`config.mk`:
```
export PLATFORM = sky130hd
export DESIGN_NAME = pn_spreader_core_flat
export DESIGN_NICKNAME = d
export VERILOG_FILES = /design/src/rtl/pn_spreader_core_if.sv /design/src/rtl/pn_spreader_core.sv /design/src/flat_wrapper.sv
export SDC_FILE = /design/constraint.sdc
export NUM_CORES = 1
export LEC_CHECK = 0
export CORE_ASPECT_RATIO = 0.75
export CORE_UTILIZATION = 51
export DETAILED_ROUTE_END_ITERATION = 16
export PLACE_DENSITY = 0.74
export SYNTH_ARGS = -nofsm -noshare
export SYNTH_HDL_FRONTEND = slang
export SYNTH_SLANG_ARGS = --single-unit
```
`constraint.sdc`:
```
create_clock -name ce_clk -period 7.3 [get_ports ce_clk]
set_clock_uncertainty 0.05 [all_clocks]
set_input_delay 1.46 -clock ce_clk [delete_from_list [all_inputs] [get_ports ce_clk]]
set_output_delay 1.46 -clock ce_clk [all_outputs]
set_load 0.03 [all_outputs]
```
`src/rtl/pn_spreader_core_if.sv`:
```
// Sample stream bundle for pn_spreader_core: input samples in, spread chips out.
// The core connects through the slave modport and the data source/sink through master.
interface pn_spreader_core_if #(
  parameter int WIDTH = 16
);
  logic [2*WIDTH-1:0] i_tdata;
  logic               i_tlast;
  logic               i_tvalid;
  logic               i_tready;
  logic [2*WIDTH-1:0] o_tdata;
  logic               o_tlast;
  logic               o_tvalid;
  logic               o_tready;

  modport master (
    output i_tdata, i_tlast, i_tvalid, o_tready,
    input  i_tready, o_tdata, o_tlast, o_tvalid
  );

  modport slave (
    input  i_tdata, i_tlast, i_tvalid, o_tready,
    output i_tready, o_tdata, o_tlast, o_tvalid
  );
endinterface

```
`src/rtl/pn_spreader_core.sv`:
```
// Direct-sequence spreader: each I/Q sample is repeated SF times, every chip
// multiplied by +/-1 from a Fibonacci LFSR, with shadowed per-packet configuration.
module pn_spreader_core #(
  parameter int WIDTH     = 16,
  parameter int MAX_ORDER = 16,
  parameter int CNT_W     = 16
) (
  input  logic                 ce_clk,
  input  logic                 ce_rst,
  input  logic                 cfg_stb,
  input  logic [MAX_ORDER-1:0] cfg_poly,
  input  logic [MAX_ORDER-1:0] cfg_seed,
  input  logic [4:0]           cfg_order,
  input  logic [CNT_W-1:0]     cfg_sf,
  input  logic [CNT_W-1:0]     cfg_len,
  input  logic                 cfg_mode,
  pn_spreader_core_if.slave    strm,
  output logic                 busy,
  output logic                 cfg_err
);

  typedef enum logic {IDLE, SPREAD} state_t;
  state_t state_q, state_d;

  logic [MAX_ORDER-1:0] sh_poly_q, sh_poly_d, sh_seed_q, sh_seed_d;
  logic [MAX_ORDER-1:0] act_poly_q, act_poly_d, act_seed_q, act_seed_d;
  logic [MAX_ORDER-1:0] lfsr_q, lfsr_d;
  logic [4:0]           sh_order_q, sh_order_d, act_order_q, act_order_d;
  logic [CNT_W-1:0]     sh_sf_q, sh_sf_d, sh_len_q, sh_len_d;
  logic [CNT_W-1:0]     act_sf_q, act_sf_d, act_len_q, act_len_d;
  logic [CNT_W-1:0]     chip_cnt_q, chip_cnt_d, pn_cnt_q, pn_cnt_d;
  logic                 sh_mode_q, sh_mode_d, act_mode_q, act_mode_d;
  logic                 sh_valid_q, sh_valid_d, pend_q, pend_d;
  logic                 in_pkt_q, in_pkt_d, last_q, last_d;
  logic [2*WIDTH-1:0]   sample_q, sample_d;

  logic last_chip, o_hs, accept;

  function automatic logic [MAX_ORDER-1:0] order_mask(input logic [4:0] ord);
    logic [MAX_ORDER-1:0] m;
    m = '0;
    for (int unsigned i = 0; i < MAX_ORDER; i++) m[i] = (i < 32'(ord));
    return m;
  endfunction

  function automatic logic [MAX_ORDER-1:0] lfsr_next(input logic [MAX_ORDER-1:0] st,
                                                     input logic [MAX_ORDER-1:0] poly,
                                                     input logic [4:0]           ord);
    logic                 fb;
    logic [MAX_ORDER-1:0] nx;
    fb = ^(st & poly);
    nx = st >> 1;
    for (int unsigned i = 0; i < MAX_ORDER; i++) begin
      if (i + 1 == 32'(ord)) nx[i] = fb;
    end
    return nx & order_mask(ord);
  endfunction

  function automatic logic [WIDTH-1:0] sat_neg(input logic [WIDTH-1:0] x);
    logic [WIDTH-1:0] most_neg;
    most_neg = '0;
    most_neg[WIDTH-1] = 1'b1;
    return (x == most_neg) ? ~most_neg : (~x + 1'b1);
  endfunction

  always_comb begin
    cfg_err   = !sh_valid_q || (sh_order_q == '0) || (int'(sh_order_q) > MAX_ORDER);
    last_chip = (chip_cnt_q == act_sf_q - 1'b1);
    o_hs      = (state_q == SPREAD) && strm.o_tready;
    accept    = strm.i_tvalid && strm.i_tready;
  end

  assign strm.i_tready = !cfg_err && ((state_q == IDLE) || (last_chip && o_hs));
  assign strm.o_tvalid = (state_q == SPREAD);
  assign strm.o_tlast  = (state_q == SPREAD) && last_chip && last_q;
  assign strm.o_tdata  = lfsr_q[0] ? sample_q
                       : {sat_neg(sample_q[2*WIDTH-1:WIDTH]), sat_neg(sample_q[WIDTH-1:0])};
  assign busy          = (state_q == SPREAD);

  always_comb begin
    state_d     = state_q;
    sh_poly_d   = sh_poly_q;
    sh_seed_d   = sh_seed_q;
    sh_order_d  = sh_order_q;
    sh_sf_d     = sh_sf_q;
    sh_len_d    = sh_len_q;
    sh_mode_d   = sh_mode_q;
    sh_valid_d  = sh_valid_q;
    pend_d      = pend_q;
    act_poly_d  = act_poly_q;
    act_seed_d  = act_seed_q;
    act_order_d = act_order_q;
    act_sf_d    = act_sf_q;
    act_len_d   = act_len_q;
    act_mode_d  = act_mode_q;
    lfsr_d      = lfsr_q;
    chip_cnt_d  = chip_cnt_q;
    pn_cnt_d    = pn_cnt_q;
    in_pkt_d    = in_pkt_q;
    last_d      = last_q;
    sample_d    = sample_q;

    if (cfg_stb) begin
      sh_poly_d  = cfg_poly;
      sh_seed_d  = cfg_seed;
      sh_order_d = cfg_order;
      sh_sf_d    = cfg_sf;
      sh_len_d   = cfg_len;
      sh_mode_d  = cfg_mode;
      sh_valid_d = 1'b1;
      pend_d     = 1'b1;
    end

    if (o_hs) begin
      if ((act_len_q != '0) && (pn_cnt_q == act_len_q - 1'b1)) begin
        lfsr_d   = act_seed_q & order_mask(act_order_q);
        pn_cnt_d = '0;
      end else begin
        lfsr_d   = lfsr_next(lfsr_q, act_poly_q, act_order_q);
        pn_cnt_d = pn_cnt_q + 1'b1;
      end
      if (last_chip) begin
        chip_cnt_d = '0;
        state_d    = IDLE;
      end else begin
        chip_cnt_d = chip_cnt_q + 1'b1;
      end
    end

    // A packet-start accept can coincide with the final chip beat; the
    // reload below then takes precedence over the advance computed above.
    if (accept) begin
      sample_d   = strm.i_tdata;
      last_d     = strm.i_tlast;
      chip_cnt_d = '0;
      state_d    = SPREAD;
      in_pkt_d   = !strm.i_tlast;
      if (!in_pkt_q) begin
        if (pend_q) begin
          act_poly_d  = sh_poly_q;
          act_seed_d  = sh_seed_q;
          act_order_d = sh_order_q;
          act_sf_d    = (sh_sf_q == '0) ? CNT_W'(1) : sh_sf_q;
          act_len_d   = sh_len_q;
          act_mode_d  = sh_mode_q;
          lfsr_d      = sh_seed_q & order_mask(sh_order_q);
          pn_cnt_d    = '0;
          pend_d      = cfg_stb;
        end else if (!act_mode_q) begin
          lfsr_d   = act_seed_q & order_mask(act_order_q);
          pn_cnt_d = '0;
        end
      end
    end
  end

  always_ff @(posedge ce_clk or posedge ce_rst) begin
    if (ce_rst) state_q <= IDLE;
    else        state_q <= state_d;
  end

  always_ff @(posedge ce_clk or posedge ce_rst) begin
    if (ce_rst) begin
      sh_poly_q   <= '0;
      sh_seed_q   <= '0;
      sh_order_q  <= '0;
      sh_sf_q     <= '0;
      sh_len_q    <= '0;
      sh_mode_q   <= 1'b0;
      sh_valid_q  <= 1'b0;
      pend_q      <= 1'b0;
      act_poly_q  <= '0;
      act_seed_q  <= '0;
      act_order_q <= '0;
      act_sf_q    <= '0;
      act_len_q   <= '0;
      act_mode_q  <= 1'b0;
      lfsr_q      <= '0;
      chip_cnt_q  <= '0;
      pn_cnt_q    <= '0;
      in_pkt_q    <= 1'b0;
      last_q      <= 1'b0;
      sample_q    <= '0;
    end else begin
      sh_poly_q   <= sh_poly_d;
      sh_seed_q   <= sh_seed_d;
      sh_order_q  <= sh_order_d;
      sh_sf_q     <= sh_sf_d;
      sh_len_q    <= sh_len_d;
      sh_mode_q   <= sh_mode_d;
      sh_valid_q  <= sh_valid_d;
      pend_q      <= pend_d;
      act_poly_q  <= act_poly_d;
      act_seed_q  <= act_seed_d;
      act_order_q <= act_order_d;
      act_sf_q    <= act_sf_d;
      act_len_q   <= act_len_d;
      act_mode_q  <= act_mode_d;
      lfsr_q      <= lfsr_d;
      chip_cnt_q  <= chip_cnt_d;
      pn_cnt_q    <= pn_cnt_d;
      in_pkt_q    <= in_pkt_d;
      last_q      <= last_d;
      sample_q    <= sample_d;
    end
  end

endmodule

```
`src/flat_wrapper.sv`:
```
// flat-port wrapper written by rule: the top's interface ports become plain ports
module pn_spreader_core_flat 
#(
  parameter int WIDTH     = 16,
  parameter int MAX_ORDER = 16,
  parameter int CNT_W     = 16
)
  (ce_clk, ce_rst, cfg_stb, cfg_poly, cfg_seed, cfg_order, cfg_sf, cfg_len, cfg_mode, busy, cfg_err, strm_i_tdata, strm_i_tlast, strm_i_tvalid, strm_o_tready, strm_i_tready, strm_o_tdata, strm_o_tlast, strm_o_tvalid);
  pn_spreader_core_if #(.WIDTH(WIDTH)) strm_i ();
  input  logic ce_clk;
  input  logic ce_rst;
  input  logic cfg_stb;
  input  logic [MAX_ORDER-1:0] cfg_poly;
  input  logic [MAX_ORDER-1:0] cfg_seed;
  input  logic [4:0] cfg_order;
  input  logic [CNT_W-1:0] cfg_sf;
  input  logic [CNT_W-1:0] cfg_len;
  input  logic cfg_mode;
  output logic busy;
  output logic cfg_err;
  input wire logic [$bits(strm_i.i_tdata)-1:0] strm_i_tdata;
  input wire logic [$bits(strm_i.i_tlast)-1:0] strm_i_tlast;
  input wire logic [$bits(strm_i.i_tvalid)-1:0] strm_i_tvalid;
  input wire logic [$bits(strm_i.o_tready)-1:0] strm_o_tready;
  output wire logic [$bits(strm_i.i_tready)-1:0] strm_i_tready;
  output wire logic [$bits(strm_i.o_tdata)-1:0] strm_o_tdata;
  output wire logic [$bits(strm_i.o_tlast)-1:0] strm_o_tlast;
  output wire logic [$bits(strm_i.o_tvalid)-1:0] strm_o_tvalid;
  assign strm_i.i_tdata = strm_i_tdata;
  assign strm_i.i_tlast = strm_i_tlast;
  assign strm_i.i_tvalid = strm_i_tvalid;
  assign strm_i.o_tready = strm_o_tready;
  assign strm_i_tready = strm_i.i_tready;
  assign strm_o_tdata = strm_i.o_tdata;
  assign strm_o_tlast = strm_i.o_tlast;
  assign strm_o_tvalid = strm_i.o_tvalid;
  pn_spreader_core #(.WIDTH(WIDTH), .MAX_ORDER(MAX_ORDER), .CNT_W(CNT_W)) u_core (.ce_clk(ce_clk), .ce_rst(ce_rst), .cfg_stb(cfg_stb), .cfg_poly(cfg_poly), .cfg_seed(cfg_seed), .cfg_order(cfg_order), .cfg_sf(cfg_sf), .cfg_len(cfg_len), .cfg_mode(cfg_mode), .strm(strm_i), .busy(busy), .cfg_err(cfg_err));
endmodule
```
==> impl_metrics.tcl <==
set metrics [dict create \
    outcome "completed" \
    cts_made_buffers 24 \
    end_kind "output port" \
    synth_fp_nets 1232 \
    period_share_pct 74.7 \
    cts_sinks 225 \
    route.detailed.drc 0 \
    p_sw_mw 1.97 \
    antenna_found_initial 1 \
    setup_viol 0 \
    netlist-cell-type-count 68 \
    clockRootBuffer "clkbuf_16" \
    wl_um 29600 \
    wl_per_cell_um 19.1 \
    hold_violations 0 \
    finalMaxSlewViolations 0 \
    clkTransAtPathRegs_ns 0.06 \
    yosys_warnings 0 \
    worst_skew_pair.late_latency_ns 0.52 \
    antenna_left 0 \
    syn_inst 1117 \
    synth-seq-cells 225 \
    dp_hpwl_um 20500 \
    relSlewSlack_pct 31.0 \
    power_frac_clock_pct 24.9 \
    final_common_cell "dfrtp_1" \
    dp_worst_setup_slack_ns 2.40 \
    layout.nets 1349 \
    crit_path_max_fanout 13 \
    hold_buffers 0 \
    vias 9163 \
    critPathKind "flop to output port" \
    tns_ns 0 \
    crit_arrival_ns 3.94 \
    dieArea_um2 24100 \
    swShare_pct 37.1 \
    core_area_um2 23000 \
    power_density_nw_per_um2 369 \
    drive_gt1_share_pct 18.8 \
    synthFlopType "dfrtp_1" \
    htreeDepth 1 \
    max_freq_ghz 0.183 \
    post_cts_resize_count 0 \
    post_cts_buffers 0 \
    fin_util_pct 62.8 \
    tightest_slew_ns 1.03 \
    grt_pass1_wl_um 47600 \
    grt_start_max_net_pins 141 \
    port_buffers 144 \
    gp_congestion 0.906 \
    rsz0062_at_grt "no" \
    viasPerCell 5.90 \
    syn-cell-area_um2 12000 \
    ios 145 \
    cts_tree "yes" \
    fin_ws_ns 1.85 \
    grt_pass1_vias 9032 \
    final_cell_mix "dfrtp_1, mux2_2, clkdlybuf4s50_1, nand2_1, nor2_1" \
    start_util_pct 52.0 \
    leakage_nw 6.05 \
    cts_max_path_buffers 3 \
    drt-initial-drc-count 779 \
    die_y_um 135 \
    p_seq_share_pct 37.6 \
    rrSetupSlack_ns 3.06 \
    synth-edff-count 0 \
    intPower_mw 3.35 \
    grt.total_usage_pct 24.9 \
    hp-class "flop to flop" \
    grt_overflow 0 \
    yosysSeqAreaShare_pct 47.0 \
    power_frac_comb_pct 37.5 \
    row_count 48 \
    syn_avg_cell_area_um2 10.7 \
    fin_crit_ns 5.45 \
    max-vdd-ir-drop_uv 186 \
    drtPass1Iterations 5 \
    crit_required_ns 5.79 \
    die_w_um 179 \
    synthArstFlopShare_pct 100 \
    maxCapViolations 0 \
    crit_path_start_kind "flop" \
    area_delta_synth_final_pct 20.6 \
]
[registers in the layout (all words and copies together), names as in the netlist, 5 cells and up]
signal and flops:
u_core.sample_q 32, u_core.act_len_q 16, u_core.act_poly_q 16, u_core.act_seed_q 16, u_core.act_sf_q 16, u_core.chip_cnt_q 16
u_core.lfsr_q 16, u_core.pn_cnt_q 16, u_core.sh_len_q 16, u_core.sh_poly_q 16, u_core.sh_seed_q 16, u_core.sh_sf_q 16
u_core.act_order_q 5, u_core.sh_order_q 5
[cell usage after synthesis, types with 12 or more instances]
master | n | area [um^2]
a22o_1 | 12 | 105
nor2_1 | 78 | 293
dfrtp_1 | 225 | 5630
nor3_1 | 18 | 90.1
xnor2_1 | 65 | 569
nand2b_1 | 16 | 100
nand2_1 | 103 | 387
nor4_1 | 20 | 125
a31oi_1 | 18 | 113
a21oi_1 | 35 | 175
and3_1 | 13 | 81.3
o22ai_1 | 18 | 113
clkbuf_1 | 43 | 161
and2_1 | 12 | 75.1
xor2_1 | 24 | 210
o21ai_0 | 30 | 150
inv_1 | 26 | 97.6
mux2_2 | 168 | 1890
nand3_1 | 25 | 125
[metrics by stage]
stage                     cells  hold slack [ns]  power (mW)  cell area [um^2]
after floorplan            1117            0.401        3.31             12000
after global placement     1508            0.418        3.94             13600
after detailed placement   1508            0.430        4.00             13600
after CTS                  1552            0.448        5.34             14400
after global routing       1552            0.468        5.62             14400
final                      1553            0.444        5.32             14400
[cell families after synthesis]
| kind of cell | share of synthesized area [%] |
|---|---|
| and+or+nand+nor | 14.4 |
| buffers and inverters | 3.28 |
| xor gates and xnor gates | 6.70 |
| muxes | 16.8 |
| adders and majority gates | 0.732 |
| DFF | 47.0 |
| AOI/OAI and AO/OA | 11.0 |
[per-layer routing]
metal,track usage [%],vias up,wire [um]
li1,-,4264,-
met4,7.30,0,815
met5,0.208,-,0
met2,38.4,360,13000
met1,36.1,4477,13700
met3,4.22,62,2140
[power groups by stage]
stage                     Combinational (mW)  Sequential [mW]  Clock [mW]
after CTS                               2.00             1.99        1.34
final                                   1.99             2.00        1.33
after global placement                  1.95             1.99           0
after detailed placement                1.99             2.01           0
after floorplan                         1.49             1.82           0
after global routing                    2.17             2.05        1.39
[cell type report]
class,instances,area (um^2)
Antenna cell,1,2.50
Clock buffer,33,706
Clock inverter,11,165
Fill cell,1870,8560
Inverter,26,101
Multi-Input combinational cell,805,5950
Sequential cell,225,5630
Tap cell,300,375
Timing Repair Buffer,152,1510
[path summary, 6_finish.rpt]
check	from	endpoint	depth (start not counted)
setup / recovery	u_core.sample_q[16]$_DFFE_PP0N_	strm_o_tdata[25]	10
hold / removal	u_core.act_seed_q[13]$_DFFE_PP0P_	u_core.act_seed_q[13]$_DFFE_PP0P_	1
setup reg to reg	u_core.act_sf_q[0]$_DFFE_PP0P_	u_core.act_order_q[4]$_DFFE_PP0P_	9
hold reg to reg	u_core.act_seed_q[13]$_DFFE_PP0P_	u_core.act_seed_q[13]$_DFFE_PP0P_	1
max in group asynchronous	ce_rst	u_core.act_len_q[15]$_DFFE_PP0P_	3
min in group asynchronous	ce_rst	u_core.sh_order_q[3]$_DFFE_PP0P_	2
[critical path, stage by stage (launching register included)]
cell             delay (ns)
dfrtp_1                0.41
inv_1                  0.10
ha_1                   0.19
nand2_1                0.06
nor3_1                 0.27
nand3b_1               0.14
or4_1                  0.45
or3_1                  0.36
or4_1                  0.62
nand3_1                0.15
clkdlybuf4s50_1        0.68
Note: power is estimated with default switching activity, not from simulation.
